<file path="src/rtl/leading_zeros_pipe_pkg.sv">
// Shared helpers for the leading-zero/one counter: tree depth, register
// placement across tree levels, and the 4-bit leaf priority encoder.
package lz_pkg;

   localparam int DEF_SIZE_COUNTER = 5;
   localparam int MAX_POW_2        = 2**DEF_SIZE_COUNTER;

   function automatic int lz_levels(input int size_counter);
      return size_counter - 1;
   endfunction

   // Slot i in 0..nr_levels (nr_levels = the output stage) gets a register when
   // the evenly spread boundary count steps up there; the output slot always does.
   function automatic bit stage_after_level(input int i, input int pipeline,
                                            input int nr_levels);
      return ((i + 1) * pipeline) / (nr_levels + 1) != (i * pipeline) / (nr_levels + 1);
   endfunction

   function automatic logic [1:0] leaf_pos(input logic [3:0] x);
      if (x[3])      return 2'd0;
      else if (x[2]) return 2'd1;
      else if (x[1]) return 2'd2;
      else           return 2'd3;
   endfunction

endpackage

</file>
<file path="src/rtl/leading_zeros_pipe_if.sv">
// Handshaked operand/result channel of the leading-zero counter.
interface leading_zeros_pipe_if #(
   parameter int SIZE_INT     = 24,
   parameter int SIZE_COUNTER = 5,
   parameter int TAG_W        = 8
);
   logic                    in_valid;
   logic                    in_ready;
   logic [SIZE_INT-1:0]     a;
   logic                    ovf;
   logic                    cnt_ones;
   logic [TAG_W-1:0]        in_tag;
   logic                    out_valid;
   logic                    out_ready;
   logic [SIZE_COUNTER-1:0] lz;
   logic                    all_zero;
   logic [TAG_W-1:0]        out_tag;

   modport master (
      output in_valid, a, ovf, cnt_ones, in_tag, out_ready,
      input  in_ready, out_valid, lz, all_zero, out_tag
   );

   modport slave (
      input  in_valid, a, ovf, cnt_ones, in_tag, out_ready,
      output in_ready, out_valid, lz, all_zero, out_tag
   );
endinterface

</file>
<file path="src/rtl/leading_zeros_pipe_stage_reg.sv">
// Enable-gated register bank with asynchronous active-low clear; one per
// pipeline boundary of the leading-zero tree.
module lz_stage_reg #(
   parameter int W = 8
) (
   input  logic         clk,
   input  logic         rst,
   input  logic         en,
   input  logic [W-1:0] d,
   output logic [W-1:0] q
);
   logic [W-1:0] data_q;

   always_ff @(posedge clk or negedge rst) begin
      if (!rst)    data_q <= '0;
      else if (en) data_q <= d;
   end

   assign q = data_q;
endmodule

</file>
<file path="src/rtl/leading_zeros_pipe.sv">
// Leading-zero / leading-one counter built as a 4-bit-leaf priority tree with
// optional registers between levels under a global valid/ready stall.
module leading_zeros_pipe
   import lz_pkg::*;
#(
   parameter int SIZE_INT     = 24,
   parameter int SIZE_COUNTER = 5,
   parameter int PIPELINE     = 2,
   parameter int TAG_W        = 8
) (
   input logic                clk,
   input logic                rst,
   leading_zeros_pipe_if.slave bus
);
   localparam int NR_LEVELS = lz_levels(SIZE_COUNTER);
   localparam int MAXP      = 1 << SIZE_COUNTER;
   localparam int PAD       = MAXP - SIZE_INT;
   localparam int LAST      = NR_LEVELS - 1;

   function automatic logic [SIZE_COUNTER-1:0] sat_count(input logic v,
         input logic [SIZE_COUNTER-1:0] p, input logic ovf_f);
      if (ovf_f) return '0;
      if (!v)    return SIZE_COUNTER'(SIZE_INT);
      return p;
   endfunction

   logic                adv;
   logic [SIZE_INT-1:0] b;
   logic [MAXP-1:0]     b_pad;

   assign b     = bus.cnt_ones ? ~bus.a : bus.a;
   assign b_pad = {b, {PAD{1'b0}}};

   // Group index 0 is the most significant group at every level.
   for (genvar l = 0; l < NR_LEVELS; l++) begin : lvl
      localparam int G  = MAXP >> (l + 2);
      localparam int PW = l + 2;
      localparam int W  = G + G * PW + 2 + TAG_W;

      logic [G-1:0]          v_d, v_q;
      logic [G-1:0][PW-1:0]  p_d, p_q;
      logic                  ovf_d, ovf_q, vld_d, vld_q;
      logic [TAG_W-1:0]      tag_d, tag_q;

      if (l == 0) begin : leaf
         for (genvar g = 0; g < G; g++) begin : grp
            assign v_d[g] = |b_pad[MAXP-1-4*g -: 4];
            assign p_d[g] = leaf_pos(b_pad[MAXP-1-4*g -: 4]);
         end
         assign ovf_d = bus.ovf;
         assign vld_d = bus.in_valid;
         assign tag_d = bus.in_tag;
      end else begin : merge
         for (genvar g = 0; g < G; g++) begin : grp
            logic vh, vl;
            assign vh     = lvl[l-1].v_q[2*g];
            assign vl     = lvl[l-1].v_q[2*g+1];
            assign v_d[g] = vh | vl;
            assign p_d[g] = vh ? {1'b0, lvl[l-1].p_q[2*g]} : {1'b1, lvl[l-1].p_q[2*g+1]};
         end
         assign ovf_d = lvl[l-1].ovf_q;
         assign vld_d = lvl[l-1].vld_q;
         assign tag_d = lvl[l-1].tag_q;
      end

      if (stage_after_level(l, PIPELINE, NR_LEVELS)) begin : reg_g
         lz_stage_reg #(.W(W)) u_reg (
            .clk (clk),
            .rst (rst),
            .en  (adv),
            .d   ({v_d, p_d, ovf_d, vld_d, tag_d}),
            .q   ({v_q, p_q, ovf_q, vld_q, tag_q})
         );
      end else begin : thru_g
         assign {v_q, p_q, ovf_q, vld_q, tag_q} = {v_d, p_d, ovf_d, vld_d, tag_d};
      end
   end

   logic [SIZE_COUNTER-1:0] lz_d, lz_q;
   logic                    zero_d, zero_q, vld_d, vld_q;
   logic [TAG_W-1:0]        tag_d, tag_q;

   // The root valid bit is the "any bit set" flag, padding LSBs being zero.
   assign lz_d   = sat_count(lvl[LAST].v_q[0], lvl[LAST].p_q[0], lvl[LAST].ovf_q);
   assign zero_d = ~lvl[LAST].v_q[0];
   assign vld_d  = lvl[LAST].vld_q;
   assign tag_d  = lvl[LAST].tag_q;

   if (stage_after_level(NR_LEVELS, PIPELINE, NR_LEVELS)) begin : out_reg_g
      lz_stage_reg #(.W(SIZE_COUNTER + 2 + TAG_W)) u_reg (
         .clk (clk),
         .rst (rst),
         .en  (adv),
         .d   ({lz_d, zero_d, vld_d, tag_d}),
         .q   ({lz_q, zero_q, vld_q, tag_q})
      );
   end else begin : out_thru_g
      assign {lz_q, zero_q, vld_q, tag_q} = {lz_d, zero_d, vld_d, tag_d};
   end

   if (PIPELINE > 0) begin : flow_pipe
      logic stall;
      assign stall        = vld_q & ~bus.out_ready;
      assign adv          = ~stall;
      assign bus.in_ready = ~stall;
   end else begin : flow_comb
      assign adv          = 1'b1;
      assign bus.in_ready = bus.out_ready;
   end

   assign bus.out_valid = vld_q;
   assign bus.lz        = lz_q;
   assign bus.all_zero  = zero_q;
   assign bus.out_tag   = tag_q;
endmodule

</file>
<file path="src/flat_wrapper.sv">
// flat-port wrapper written by rule: the top's interface ports become plain ports
module leading_zeros_pipe_flat import lz_pkg::*;
#(
   parameter int SIZE_INT     = 24,
   parameter int SIZE_COUNTER = 5,
   parameter int PIPELINE     = 2,
   parameter int TAG_W        = 8
)
  (clk, rst, bus_in_valid, bus_a, bus_ovf, bus_cnt_ones, bus_in_tag, bus_out_ready, bus_in_ready, bus_out_valid, bus_lz, bus_all_zero, bus_out_tag);
  leading_zeros_pipe_if #(.SIZE_INT(SIZE_INT), .SIZE_COUNTER(SIZE_COUNTER), .TAG_W(TAG_W)) bus_i ();
  input logic clk;
  input logic rst;
  input wire logic [$bits(bus_i.in_valid)-1:0] bus_in_valid;
  input wire logic [$bits(bus_i.a)-1:0] bus_a;
  input wire logic [$bits(bus_i.ovf)-1:0] bus_ovf;
  input wire logic [$bits(bus_i.cnt_ones)-1:0] bus_cnt_ones;
  input wire logic [$bits(bus_i.in_tag)-1:0] bus_in_tag;
  input wire logic [$bits(bus_i.out_ready)-1:0] bus_out_ready;
  output wire logic [$bits(bus_i.in_ready)-1:0] bus_in_ready;
  output wire logic [$bits(bus_i.out_valid)-1:0] bus_out_valid;
  output wire logic [$bits(bus_i.lz)-1:0] bus_lz;
  output wire logic [$bits(bus_i.all_zero)-1:0] bus_all_zero;
  output wire logic [$bits(bus_i.out_tag)-1:0] bus_out_tag;
  assign bus_i.in_valid = bus_in_valid;
  assign bus_i.a = bus_a;
  assign bus_i.ovf = bus_ovf;
  assign bus_i.cnt_ones = bus_cnt_ones;
  assign bus_i.in_tag = bus_in_tag;
  assign bus_i.out_ready = bus_out_ready;
  assign bus_in_ready = bus_i.in_ready;
  assign bus_out_valid = bus_i.out_valid;
  assign bus_lz = bus_i.lz;
  assign bus_all_zero = bus_i.all_zero;
  assign bus_out_tag = bus_i.out_tag;
  leading_zeros_pipe #(.SIZE_INT(SIZE_INT), .SIZE_COUNTER(SIZE_COUNTER), .PIPELINE(PIPELINE), .TAG_W(TAG_W)) u_core (.clk(clk), .rst(rst), .bus(bus_i));
endmodule
</file>
<file path="config.mk">
export PLATFORM = sky130hd
export DESIGN_NAME = leading_zeros_pipe_flat
export DESIGN_NICKNAME = d
export VERILOG_FILES = /design/src/rtl/leading_zeros_pipe_pkg.sv /design/src/rtl/leading_zeros_pipe_if.sv /design/src/rtl/leading_zeros_pipe_stage_reg.sv /design/src/rtl/leading_zeros_pipe.sv /design/src/flat_wrapper.sv
export SDC_FILE = /design/constraint.sdc
export NUM_CORES = 1
export LEC_CHECK = 0
export CORE_MARGIN = 1
export CORE_UTILIZATION = 42
export CTS_CLUSTER_DIAMETER = 100
export DETAILED_ROUTE_END_ITERATION = 7
export PLACE_DENSITY_LB_ADDON = 0.1
export SYNTH_ARGS = -nofsm -noshare
export SYNTH_HDL_FRONTEND = slang
export SYNTH_SLANG_ARGS = --single-unit
export TNS_END_PERCENT = 50
</file>
<file path="constraint.sdc">
create_clock -name clk -period 1.4 [get_ports clk]
set_input_delay 0.35 -clock clk [delete_from_list [all_inputs] [get_ports clk]]
set_output_delay 0.35 -clock clk [all_outputs]
set_load 0.02 [all_outputs]
</file>
==> results.yml, run 1 <==
die:
  core_sq_um: 4030
  start_util_pct: 43.8
  die_area_sq_um: 4460
  rows: 23
  die_x_um: 66.8
  die_y_um: 66.8
  io_pins: 54
grt:
  grt_overflow: 0
  grt_max_degree: 36
  antenna_found_initial: 0
  grt_pass1_wl_um: 6930
  grt_pass1_vias: 1664
  grt_use_total_pct: 20.6
synth:
  synth_top_area_share_pct: 49.7
  ys_top_cells_by_area: "dfrtp_1 (50%), nand2_1 (17%), o21ai_0 (3.1%)"
  yosysSeqAreaShare_pct: 49.7
  synth_edf_count: 0
  synthArstFlopShare_pct: 100
  synth.most_common_cell: "nand2_1"
  synth.distinct_cells: 35
  synth_largest_area_cell: "dfrtp_1"
  syn-num-nets: 254
  avgSynthCellArea_sq_um: 8.16
  synth_cells: 216
  synth_seq_cells: 35
  synth_commonest_cells: "nand2_1 (78), dfrtp_1 (35), nor2_1 (13)"
  yosys_warnings: 0
  ys.flop_type: "dfrtp_1"
  syn_area_sq_um: 1760
sta:
  fmax_mhz: 724
  hold_viol: 0
  fin_crit_ns: 1.38
  rsz0062_at_grt: "true"
  clock_skew_ns: 0.00253
  min_period_over_period_pct: 98.7
  max-slew-margin-rel_pct: 75.4
  slew_violations: 0
  setup_viol: 0
  worst_pin_slew_ns: 0.366
  worst_slack_ns: 0.0186
power:
  peakVddDrop_v: 0.000718
  clockPowerShare_pct: 25.9
  p_int_uw: 1830
  switchingPower_uw: 764
  p_leak_uw: 0.00140
  seq_power_share_pct: 46.7
  p_per_area_nw_per_um2: 927
  total_power_uw: 2590
  swShare_pct: 29.4
  power.share.combinational_pct: 27.4
worst_setup_path:
  timing.rr.end: "u_core.lvl[2].reg_g.u_reg.q[14]$_DFFE_PN0N_"
  critPathMaxStageDelay_ns: 0.43
  cp_slowest_cell: "clkdlybuf4s50_1"
  cp_cell_sequence: "clkdlybuf4s50_1 -> or2_4 -> o22ai_4 -> a32oi_2 -> o221ai_2 -> o21ai_1"
  cp.arrival_ns: 1.55
  critPathRequiredTime_ns: 1.57
  cp-end-kind: "register"
  rr_worst_depth: 4
  crit_end: "u_core.lvl[2].reg_g.u_reg.q[10]$_DFFE_PN0N_"
  reg2reg_from: "u_core.out_reg_g.u_reg.q[8]$_DFFE_PN0N_"
  cp-start-kind: "primary input"
  crit_type: "in -> reg"
  worst-path-max-fanout: 2
  r2r_slack_ns: 0.09
  crit_start: "bus_a[12]"
final_layout:
  design_area_sq_um: 2800
  layout-drive-gt1-share_pct: 25.3
  multi_input_area_sq_um: 988
  num_antenna_cells: 0
  nets: 337
  synthToLayoutAreaGrowth_pct: 58.7
  num-fill-cells: 326
  register_area_sq_um: 876
route:
  wire_per_inst_um: 11.8
  vias_per_cell: 5.00
  first_iter_violations: 112
  totalWireLength_um: 4140
  ant_nets: 0
  route.vias.total: 1750
  drc: 0
  first_pass_iters: 4
run_status:
  status: "completed"
placement:
  gp_congestion: 0.820
  place_area_sq_um: 2570
  post-dp-hpwl_um: 2910
  preCtsSetupSlack_ns: -0.690
  io_buffers: 53
clocking:
  clock_path_buffers: 2
  insertion_delay_ns: 0.28
  cts_tree: "yes"
  htreeDepth: 2
  cts_hold_buffers: 0
  cts-root-buf: "clkbuf_8"
  cts_buffers: 5
  cts.sinks: 35
  path_clk_slew_ns: 0.06
job:
  max_cap_viol_count: 0
min_path:
  hold_class: "in -> async"
[critical path, delay by kind of cell]
family | cells | cell delay (ns)
buffers and inverters | 1 | 0.43
AO/OA/AOI/OAI | 4 | 0.49
AND/OR/NAND/NOR | 1 | 0.26
[power by group through the flow]
stage | registers [uW] | logic (uW) | clock network [uW]
6_report | 1210 | 712 | 671
5_1_grt | 1230 | 790 | 731
4_1_cts | 1210 | 696 | 688
3_5_place_dp | 1230 | 708 | 0
3_3_place_gp | 1220 | 703 | 0
2_1_floorplan | 1290 | 245 | 0
[per-layer routing]
layer  part of all wire (%)  track usage (%)  vias up
met1                     48             26.2      817
met5                      0                0        -
met2                     49             34.5       33
li1                       -                -      898
met4                   0.29             6.91        0
met3                    3.0             4.11        2
[area by class of cell]
| type | instances | share of cell area, % |
|---|---|---|
| tap | 50 | 2.24 |
| inverter | 7 | 0.939 |
| timing repair buffer | 86 | 27.3 |
| clock inverter | 1 | 0.179 |
| sequential | 35 | 31.3 |
| clock buffer | 7 | 2.73 |
| multi-input combinational | 164 | 35.3 |
[state kept, by name, indices dropped and copies added, names as in the netlist]
name and cells:
u_core.lvl.reg_g.u_reg.q 20, u_core.out_reg_g.u_reg.q 15
[cells in the final DEF (no fill, tap or decap), types with 5 or more instances in the layout]
cell	count
nand2_1	76
dfrtp_1	35
buf_4	31
dlygate4sd2_1	21
clkdlybuf4s50_1	17
nor2_1	12
a21oi_1	9
inv_1	6
o21ai_0	6
o21ai_1	5
clkbuf_8	5
buf_6	5
[worst min-delay path by stage]
stage,to,slack (ns)
2_1_floorplan,u_core.lvl[2].reg_g.u_reg.q[0]$_DFFE_PN0N_,0.05
3_3_place_gp,u_core.lvl[2].reg_g.u_reg.q[8]$_DFFE_PN0N_,0.44
3_5_place_dp,u_core.lvl[2].reg_g.u_reg.q[7]$_DFFE_PN0N_,0.45
4_1_cts,u_core.out_reg_g.u_reg.q[14]$_DFFE_PN0N_,0.44
5_1_grt,u_core.out_reg_g.u_reg.q[2]$_DFFE_PN0N_,0.44
6_report,u_core.lvl[2].reg_g.u_reg.q[1]$_DFFE_PN0N_,0.44
[logic make-up after synthesis]
| family | count (synthesis) | synth area share [%] |
|---|---|---|
| AOI/OAI and AO/OA | 39 | 14.1 |
| xor gates and xnor gates | 1 | 0.497 |
| buffers and inverters | 17 | 3.90 |
| DFF | 35 | 49.7 |
| muxes | 4 | 2.27 |
| and+or+nand+nor | 120 | 29.5 |
[metrics by stage]
step                utilization [%]  instances  hold WS [ns]  setup TNS, ns
global route                   69.4        350         0.444        -0.0655
floorplan                         -        216        0.0544        -0.0983
finish                         69.4        350         0.435              0
detailed placement             63.8        339         0.455         -10.91
CTS                            68.0        352         0.440         -0.191
global placement               63.8        339         0.443         -10.68
[what timing repair did]
| item | in CTS | in global routing |
|---|---|---|
| gates cloned | 1 | 0 |
| gates resized for setup | 76 | 28 |
| buffers inserted | 4 | 0 |
| pin swaps | 17 | 11 |
| setup endpoints to repair | 29 | 12 |
(Power assumes the default switching activity.)
==> run 2: changes to the inputs <==
--- a/config.mk
+++ b/config.mk
@@ -5,8 +5,8 @@
 export SDC_FILE = /design/constraint.sdc
 export NUM_CORES = 1
 export LEC_CHECK = 0
-export CORE_MARGIN = 1
-export CORE_UTILIZATION = 42
+export ABC_AREA = 0
+export CORE_UTILIZATION = 35
 export CTS_CLUSTER_DIAMETER = 100
 export DETAILED_ROUTE_END_ITERATION = 7
 export PLACE_DENSITY_LB_ADDON = 0.1
==> results.yml, run 2 (synthesized netlist as in run 1, its figures left out) <==
route:
  totalWireLength_um: 4260
  first_pass_iters: 4
  first_iter_violations: 67
  vias_per_cell: 4.79
  route.vias.total: 1753
  wire_per_inst_um: 11.6
  ant_nets: 0
  drc: 0
clocking:
  clock_path_buffers: 2
  path_clk_slew_ns: 0.07
  htreeDepth: 2
  cts.sinks: 35
  cts_buffers: 5
  cts-root-buf: "clkbuf_8"
  cts_hold_buffers: 0
  cts_tree: "yes"
  insertion_delay_ns: 0.28
sta:
  fmax_mhz: 715
  clock_skew_ns: 0.00837
  hold_viol: 0
  worst_pin_slew_ns: 0.306
  slew_violations: 0
  holdWs_ns: 0.433
  min_period_over_period_pct: 99.8
  rsz0062_at_grt: "true"
  setup-tns-final_ns: 0
  worst_slack_ns: 0.00230
  fin_crit_ns: 1.40
  max-slew-margin-rel_pct: 79.3
  setup_viol: 0
worst_setup_path:
  cp-end-kind: "register"
  reg2reg_from: "u_core.out_reg_g.u_reg.q[8]$_DFFE_PN0N_"
  critPathRequiredTime_ns: 1.62
  cp-start-kind: "primary input"
  worst-path-max-fanout: 5
  cp.arrival_ns: 1.61
  r2r_slack_ns: 0.06
  rr_worst_depth: 4
  timing.rr.end: "u_core.lvl[2].reg_g.u_reg.q[14]$_DFFE_PN0N_"
  crit_type: "in -> reg"
placement:
  gp_congestion: 0.726
  io_buffers: 53
  dp_cells: 352
  place_area_sq_um: 2570
  preCtsSetupSlack_ns: -0.737
  post-dp-hpwl_um: 2870
die:
  die_area_sq_um: 5320
  start_util_pct: 36.8
  die_y_um: 73.0
  rows: 25
  core_sq_um: 4790
  io_pins: 54
  die_x_um: 73.0
power:
  p_leak_uw: 0.00143
  peakVddDrop_v: 0.000516
  p_per_area_nw_per_um2: 913
job:
  max_cap_viol_count: 0
final_layout:
  final_common_cell: "nand2_1"
  nets: 336
  finalNonFillerCells: 366
  num_antenna_cells: 0
  final_cell_mix: "nand2_1 (77), dfrtp_1 (35), buf_4 (26), dlygate4sd2_1 (22), clkdlybuf4s50_1 (14)"
  synthToLayoutAreaGrowth_pct: 62.8
  design_area_sq_um: 2870
  layout-drive-gt1-share_pct: 24.1
  largest_reg_flops: 20
grt:
  grt_overflow: 0
  grt_pass1_vias: 1584
  grt_use_total_pct: 16.7
  antenna_found_initial: 0
  grt_pass1_wl_um: 7010
  grt_max_degree: 36
min_path:
  hold_class: "in -> async"
run_status:
  status: "completed"
run 2: cell count changes in the layout (fill, tap and decap cells not counted), moves of 2 or more:
cell / previous run / this run
buf_12: 1 / 3
buf_4: 31 / 26
buf_6: 5 / 3
clkdlybuf4s50_1: 17 / 14
dlymetal6s2s_1: 4 / 6
nand3_1: 4 / 7
nand3_2: 4 / 1
run 2: what timing repair did:
| item | CTS | global route |
|---|---|---|
| hold endpoints to repair | 0 | 0 |
| setup endpoints to repair | 27 | 10 |
| cloned | 2 | 0 |
| gates resized for setup | 72 | 32 |
| pin swaps | 17 | 14 |
| buffers inserted | 5 | 0 |
run 2: cell type report:
| type | instances | area, sq um |
|---|---|---|
| Inverter | 7 | 26.3 |
| Clock buffer | 6 | 72.6 |
| Sequential cell | 35 | 876 |
| Tap cell | 67 | 83.8 |
| Multi-Input combinational cell | 164 | 977 |
| Fill cell | 451 | 1920 |
| Timing Repair Buffer | 85 | 822 |
| Clock inverter | 2 | 12.5 |
run 2: critical path, stage by stage:
cell     delay (ns)
buf_12         0.11
buf_12         0.12
or4b_4         0.50
mux2i_4        0.17
a21o_1         0.18
o32a_4         0.18
run 2: layer usage:
metal	track usage, %	wire, um
met1	22.4	1980
met2	27.6	2100
met3	3.04	148
met4	4.58	31
met5	0	0
run 2: worst max-delay path by stage:
stage	to	from	depth (start not counted)
after global routing	u_core.lvl[2].reg_g.u_reg.q[10]$_DFFE_PN0N_	bus_a[17]	6
after CTS	u_core.lvl[2].reg_g.u_reg.q[10]$_DFFE_PN0N_	bus_cnt_ones	7
after detailed placement	u_core.lvl[2].reg_g.u_reg.q[17]$_DFFE_PN0N_	bus_cnt_ones	6
after global placement	u_core.lvl[2].reg_g.u_reg.q[17]$_DFFE_PN0N_	bus_cnt_ones	6
after floorplan	u_core.lvl[2].reg_g.u_reg.q[17]$_DFFE_PN0N_	bus_cnt_ones	4
final	u_core.lvl[2].reg_g.u_reg.q[14]$_DFFE_PN0N_	bus_cnt_ones	6
run 2: power by group:
part	switching, uW	internal [uW]	total [uW]
clock	345	347	692
combinational	373	348	721
sequential	67.1	1140	1210
run 2: per-stage QoR:
stage	power, uW	util, %
detailed placement	1940	53.8
global placement	1930	53.8
global route	2770	60.0
floorplan	1530	-
finish	2620	60.0
CTS	2630	58.7
